File: src/rtl/block_data_memory.sv
// rtl/block_data_memory.sv - multi-cycle 32-bit block store behind a level BUSY handshake
module block_data_memory #(
  parameter int LATENCY = 5,
  parameter int DEPTH   = 64
) (
  input  logic        CLK,
  input  logic        RESET,
  input  logic        READ,
  input  logic        WRITE,
  input  logic [5:0]  ADDRESS,
  input  logic [31:0] WRITEDATA,
  output logic [31:0] READDATA,
  output logic        BUSY
);

  typedef enum logic [1:0] {
    IDLE   = 2'd0,
    ACCESS = 2'd1,
    DONE   = 2'd2
  } state_t;

  state_t      state;
  state_t      state_next;
  logic        busy_fsm;
  logic        req;
  logic        commit;
  logic [7:0]  counter;
  logic [5:0]  addr_lat;
  logic [31:0] data_lat;
  logic        write_lat;
  logic [31:0] mem [DEPTH];

  assign req    = READ | WRITE;
  assign commit = (state == ACCESS) && (counter == 8'd0);
  // Requester may hold READ/WRITE through reset; BUSY must still read low.
  assign BUSY   = RESET & busy_fsm;

  always_comb begin
    state_next = state;
    busy_fsm   = 1'b0;
    case (state)
      IDLE: begin
        busy_fsm = req;
        if (req) state_next = ACCESS;
      end
      ACCESS: begin
        busy_fsm = 1'b1;
        if (counter == 8'd0) state_next = DONE;
      end
      DONE:    state_next = IDLE;
      default: state_next = IDLE;
    endcase
  end

  always_ff @(posedge CLK or negedge RESET) begin
    if (!RESET) begin
      state     <= IDLE;
      counter   <= 8'd0;
      addr_lat  <= 6'd0;
      data_lat  <= 32'd0;
      write_lat <= 1'b0;
    end else begin
      state <= state_next;
      case (state)
        IDLE: begin
          if (req) begin
            addr_lat  <= ADDRESS;
            data_lat  <= WRITEDATA;
            write_lat <= WRITE;
            counter   <= 8'(LATENCY - 1);
          end
        end
        ACCESS: begin
          if (counter != 8'd0) counter <= counter - 8'd1;
        end
        default: ;
      endcase
    end
  end

  // Commit happens on the DONE entry edge, so an aborted access never writes.
  always_ff @(posedge CLK or negedge RESET) begin
    if (!RESET) begin
      READDATA <= 32'd0;
      for (int i = 0; i < DEPTH; i++) mem[i] <= 32'd0;
    end else if (commit) begin
      if (write_lat) mem[addr_lat] <= data_lat;
      else           READDATA      <= mem[addr_lat];
    end
  end

endmodule

File: config.mk
export PLATFORM = sky130hd
export DESIGN_NAME = block_data_memory
export DESIGN_NICKNAME = d
export VERILOG_FILES = /design/src/rtl/block_data_memory.sv
export SDC_FILE = /design/constraint.sdc
export NUM_CORES = 2
export LEC_CHECK = 0
export ABC_AREA = 1
export CORE_ASPECT_RATIO = 1.75
export CORE_MARGIN = 5
export CORE_UTILIZATION = 35
export DETAILED_ROUTE_END_ITERATION = 10
export SYNTH_ARGS = -nofsm -noshare
export SYNTH_HDL_FRONTEND = slang
export SYNTH_SLANG_ARGS = --single-unit
File: constraint.sdc
create_clock -name CLK -period 3.7 [get_ports CLK]
set_input_delay 0.37 -clock CLK [delete_from_list [all_inputs] [get_ports CLK]]
set_output_delay 0.37 -clock CLK [all_outputs]
set_load 0.005 [all_outputs]
# After elaboration in Yosys (flattened, before gate mapping)
# Cells that the tools add are included.
# word_totals
in_bits	42
output_inout_bits	33
elab_cells	105
ff_bits	2129
# op_classes
magnitude_cmp	2
muxes	13
eq_ne	4
reduce_logical	11
bitwise_logic	4
addsub	1
# ops
op	count
$bwmux W2048	1
$bmux W32 S6	1
$demux W32 S6	1
$mux W32	3
$mux W8	2
$pmux W8 S2	1
$logic_not A8 Y1	1
$reduce_and A2 Y1	4
$reduce_bool A8 Y1	1
$sub A8 B1 Y8 const B	1
$ge A7 B7 Y1 const B	1
$lt A7 B1 Y1 const B	1
$not A6 Y7	1
$mux W2	2
$ne A2 B1 Y1 const B	2
$pmux W2 S2	1
$reduce_and A3 Y1	1
$eq A2 B1 Y1 const B	1
$logic_and A1 B1 Y1	2
$logic_not A2 Y1	1
$ne A2 B2 Y1 const B	1
$pmux W1 S2	1
$reduce_bool A2 Y1	1
$and A1 B1 Y1	1
other kinds (2)	2

# Logic depth before layout (Yosys ltp)
# depth
ltp_word	6
depth_mapped	14
mapped_depth_nobuf	10

# Worst setup path before layout
# OpenSTA, ideal clock, no wires.
# synth_timing
kind	reg2reg
startpoint	register addr_lat[0]
endpoint	register mem[611] (netlist name)
n_path_buf	4
synth_period_minus_slack_ps	2045
arrival_ps	1912
setup_slack_ps	1655
required_time_ps	3567
path_stages_with_launch	9
setup_ps	133
cell_sequence	dfrtp_1 -> buf_2 -> buf_2 -> buf_2 -> nor2_1 -> nand2_2 -> clkbuf_1 -> nand2_1 -> o21ai_0
# synth_via
elab_chain_cells	6
word_cells_on_any_way	7
# synth_lines
element	line_no	rtl
start: declaration	28	logic [5:0] addr_lat;
start signal: assignment	59	addr_lat <= 6'd0;
start signal: assignment	67	addr_lat <= ADDRESS;
$not A6 Y7 (implied by the code) *	87	if (write_lat) mem[addr_lat] <= data_lat;
$ge A7 B7 Y1 (implied by the code) or $lt A7 B1 Y1 (tied branches)	87	
$logic_and A1 B1 Y1 (implied by the code)	87	
$mux W32 (implied by the code)	87	
$demux W32 S6 *	87	
$bwmux W2048 *	87	
end signal: indexed assignment	87	
end: declaration	31	logic [31:0] mem [DEPTH];
# Mark *: on every way between the ends. The rest lies on a longest branch, timed or not.
# A chain may end at the register's enable or synchronous reset.

# Worst setup path after layout
# layout_timing
startpoint	register addr_lat[0]
endpoint	register READDATA[31]
# layout_via
elab_chain_cells	4
# layout_lines
element	line_no	rtl
$not A6 Y7 (implied by the code)	88	else READDATA <= mem[addr_lat];
$bmux W32 S6	88	
$mux W32 (implied by the code) (2 in series)	88	
end signal: assignment	88	
end: declaration	12	output logic [31:0] READDATA,
# Every way passes these cells. The select of a mux whose other input is x is not followed.

==> impl_results.md <==
* Status: complete, no violations
* Final period utilization at 85.1%
* Clock Tree Buf Depth at 4
* Antenna violations before repair at 17
* I/O Buffers at 74
* Post-DRT Antenna Nets at 0
* Fmax at 0.318 GHz
* Hold endpoint: data_lat[1]
* Reg2reg setup slack at 0.55 ns
* Pre-Repair DR Iteration Count at 6
* Final wirelength at 339 mm
* Net Switching at 9.94 mW
* Synth Flop Type: dfrtp_1
* Initial Util at 35.1%
* Sink Count at 2,129
* Syn_area_per_cell at 7.60 um^2
* Routed wire length per instance at 20.3 um
* Worst-Skew Late Latency at 0.88 ns
* Root buffer cell: clkbuf_16
* I/O Pins at 75
* Mapped Area at 100,000 um^2
* Filler cells at 29,428
* Post-cts resize count at 0
* H-tree depth at 4
* Critical path class: reg2reg
* Critical Path Source Type: register
* Worst Hold Class: in2reg
* Placed Area at 106,000 um^2
* Complex-gate fraction of the synthesized area at 13.3%
* Final Hold Vio Count at 0
* Cell Int Power at 35.3 mW
* CTS Buf Count at 201
* Dominant cell type by area after synthesis: dfrtp_1
* Dpl hpwl at 206 mm
* Lkg Pwr at 56.0 nW
* Setup Buffers After CTS at 0
* Worst-Margin Slew at 1.25 ns
* Area Growth Syn to Fin at 12.3%
* Final Critical Period at 3.15 ns
* Critical path startpoint: addr_lat[0]
* Library cells used by synthesis at 29
* Total GRT Usage at 22.4%
* Design Area, Final at 112,000 um^2
* Gpl congestion at 0.840
* Sequential power share at 51.4%
* VDD IR-drop max at 0.364 mV
* Synth top area cells: dfrtp_1, nand2_1, o21ai_0
* Simple-Gate Fraction of Synth Area at 23.2%
* Setup WS post-layout at 0.553 ns
* Worst clock skew at 0.0696 ns
* Dpl ws at 0.626 ns
* Top post-synthesis cells by count: nand2_1, dfrtp_1, o21ai_0
* Reg clk slew, reported paths at 0.07 ns
* Post-synthesis mux area share at 0%
* Vias per cell at 4.99
* CP arrival at 3.86 ns
* DRC viols at 0
* RSZ-0062 raised after global routing: false
* Yosys reg bits at 2,129
* Vias in the first global route at 80,264
* Grt ovf at 0
* Sw Share at 22.0%
* Synth Warn # at 0
* CP Max Fanout at 43
* Adder-Cell Fraction of Synth Area at 0.0250%
* Final net count at 12,797
* Reg area at 53,300 um^2
* Die H at 717 um
* Main combinational cell family by area after synthesis: simple AND/OR/NAND/NOR gates
* Cell count of the worst reg-to-reg path at 10
* Vias at 83,242
* Final setup viols at 0
* CP required at 4.41 ns
* Setup TNS at 0 ns
* Cells on Worst Hold Path at 3
* Starting DRT DRC Count at 7,124
* Mapped Nets at 13,194
* Synthesized instance count at 13,150
* Die area at 297,000 um^2
* CTS tree: yes
* Site Rows at 259
* Multi-input logic area at 36,900 um^2
* First-pass GRT wire length at 513 mm
* Slew HR at 16.4%
* MaxCap Viol Count at 0
* EDFF count, synth at 0
* Hold_sp: WRITEDATA[1]
* Share of cells above drive strength 1 at 6.70%
* Largest net degree at the start of global routing at 159
* Yosys top cell area share at 53.3%
* Worst r2r dst: READDATA[31]
* Top-count cell post-synth: nand2_1
* Pwr dens at 403 nW/um^2
* Gate power share at 1.3%
* R2R Path Start: addr_lat[0]
* Post-synthesis sequential area ratio at 53.3%
* Critical Path End Type: register
* Clock power frac at 47.3%
* Core area at 285,000 um^2
* Cts hold-fix bufs at 1
* Xor and xnor area share after synthesis at 0.0175%
* Die X at 414 um
* Post-synthesis async set-or-reset flop share at 100%
* Pins Over Slew Limit at 0
-- power by group through the flow --
stage	registers (mW)	clock network, mW	logic, mW
after floorplan	23.7	0	0.000499
final	23.3	21.4	0.583
after global routing	23.2	22.6	0.682
after global placement	23.7	0	0.616
after detailed placement	23.7	0	0.614
after CTS	23.3	21.8	0.616
-- kinds of logic (layout without fill, tap and decap cells) --
kind of cell	count (synthesis)	after routing
other	0	6
adders and majority gates	2	2
AOI/OAI and AO/OA	2559	2559
and+or+nand+nor	5769	5769
buffers and inverters	2689	2444
DFF	2129	2129
xor gates and xnor gates	2	2
-- critical path: stages, from the launching register on --
cell and delay, ns:
dfrtp_4 0.60, inv_8 0.28, buf_12 0.29, buf_4 0.34
nand2_1 0.09, nand3_1 0.11, nand2_1 0.05, o21ai_0 0.55
nand3_1 0.15, nor2_1 0.32, a21oi_1 0.14
-- registers in the layout, summed over array words and instances, names as in the netlist --
| register | count |
|---|---|
| mem | 2048 |
| READDATA | 32 |
| data_lat | 32 |
| counter | 8 |
| addr_lat | 6 |
| state | 2 |
| write_lat | 1 |
-- worst max-delay path by stage --
stage | to | slack [ns] | cells after the start
2_1_floorplan | mem[611] | 1.65 | 8
3_3_place_gp | READDATA[31] | 0.65 | 10
3_5_place_dp | READDATA[31] | 0.63 | 10
4_1_cts | READDATA[31] | 0.61 | 10
5_1_grt | mem[508] | 0.47 | 10
6_report | READDATA[31] | 0.55 | 10
-- layer usage --
| metal | GRT usage (%) | up-vias | wire, um |
|---|---|---|---|
| met5 | 0 | - | 62 |
| met4 | 10.6 | 10 | 19000 |
| met3 | 2.72 | 763 | 17000 |
| met2 | 40.4 | 2297 | 169000 |
| met1 | 26.6 | 40276 | 134000 |
| li1 | - | 39896 | - |
-- cell type report --
type | instances | share of cell area, %
inverter | 1705 | 5.72
clock inverter | 66 | 0.621
clock buffer | 289 | 5.28
sequential | 2129 | 47.5
timing repair buffer | 384 | 3.84
antenna | 6 | 0.0134
multi-input combinational | 8332 | 32.8
tap | 3784 | 4.22
-- stage by stage --
step | total power, mW | cells | utilization (%) | hold WS, ns
after CTS | 45.7 | 16689 | 39.5 | 0.00791
after global placement | 24.3 | 16333 | 37.1 | 0.425
final | 45.2 | 16695 | 39.5 | 0.0585
after floorplan | 23.7 | 13150 | - | 0.0744
after global routing | 46.5 | 16690 | 39.5 | 0.0652
after detailed placement | 24.3 | 16333 | 37.1 | 0.420
-- placed cells by master (no fill, tap or decap), types with 36 or more instances in the layout --
cell             count
buf_4              211
clkbuf_16          205
nor2_1             420
dfrtp_1           2128
o21ai_0           2098
nand3_1            766
clkbuf_1            36
buf_12              98
or2_2              106
inv_1             1667
clkbuf_8            48
o211ai_1           194
o21ai_1            256
nand2_4             63
nand2_1           4381
clkdlybuf4s50_1     73
No activity file was read; power rests on OpenSTA's default activity.
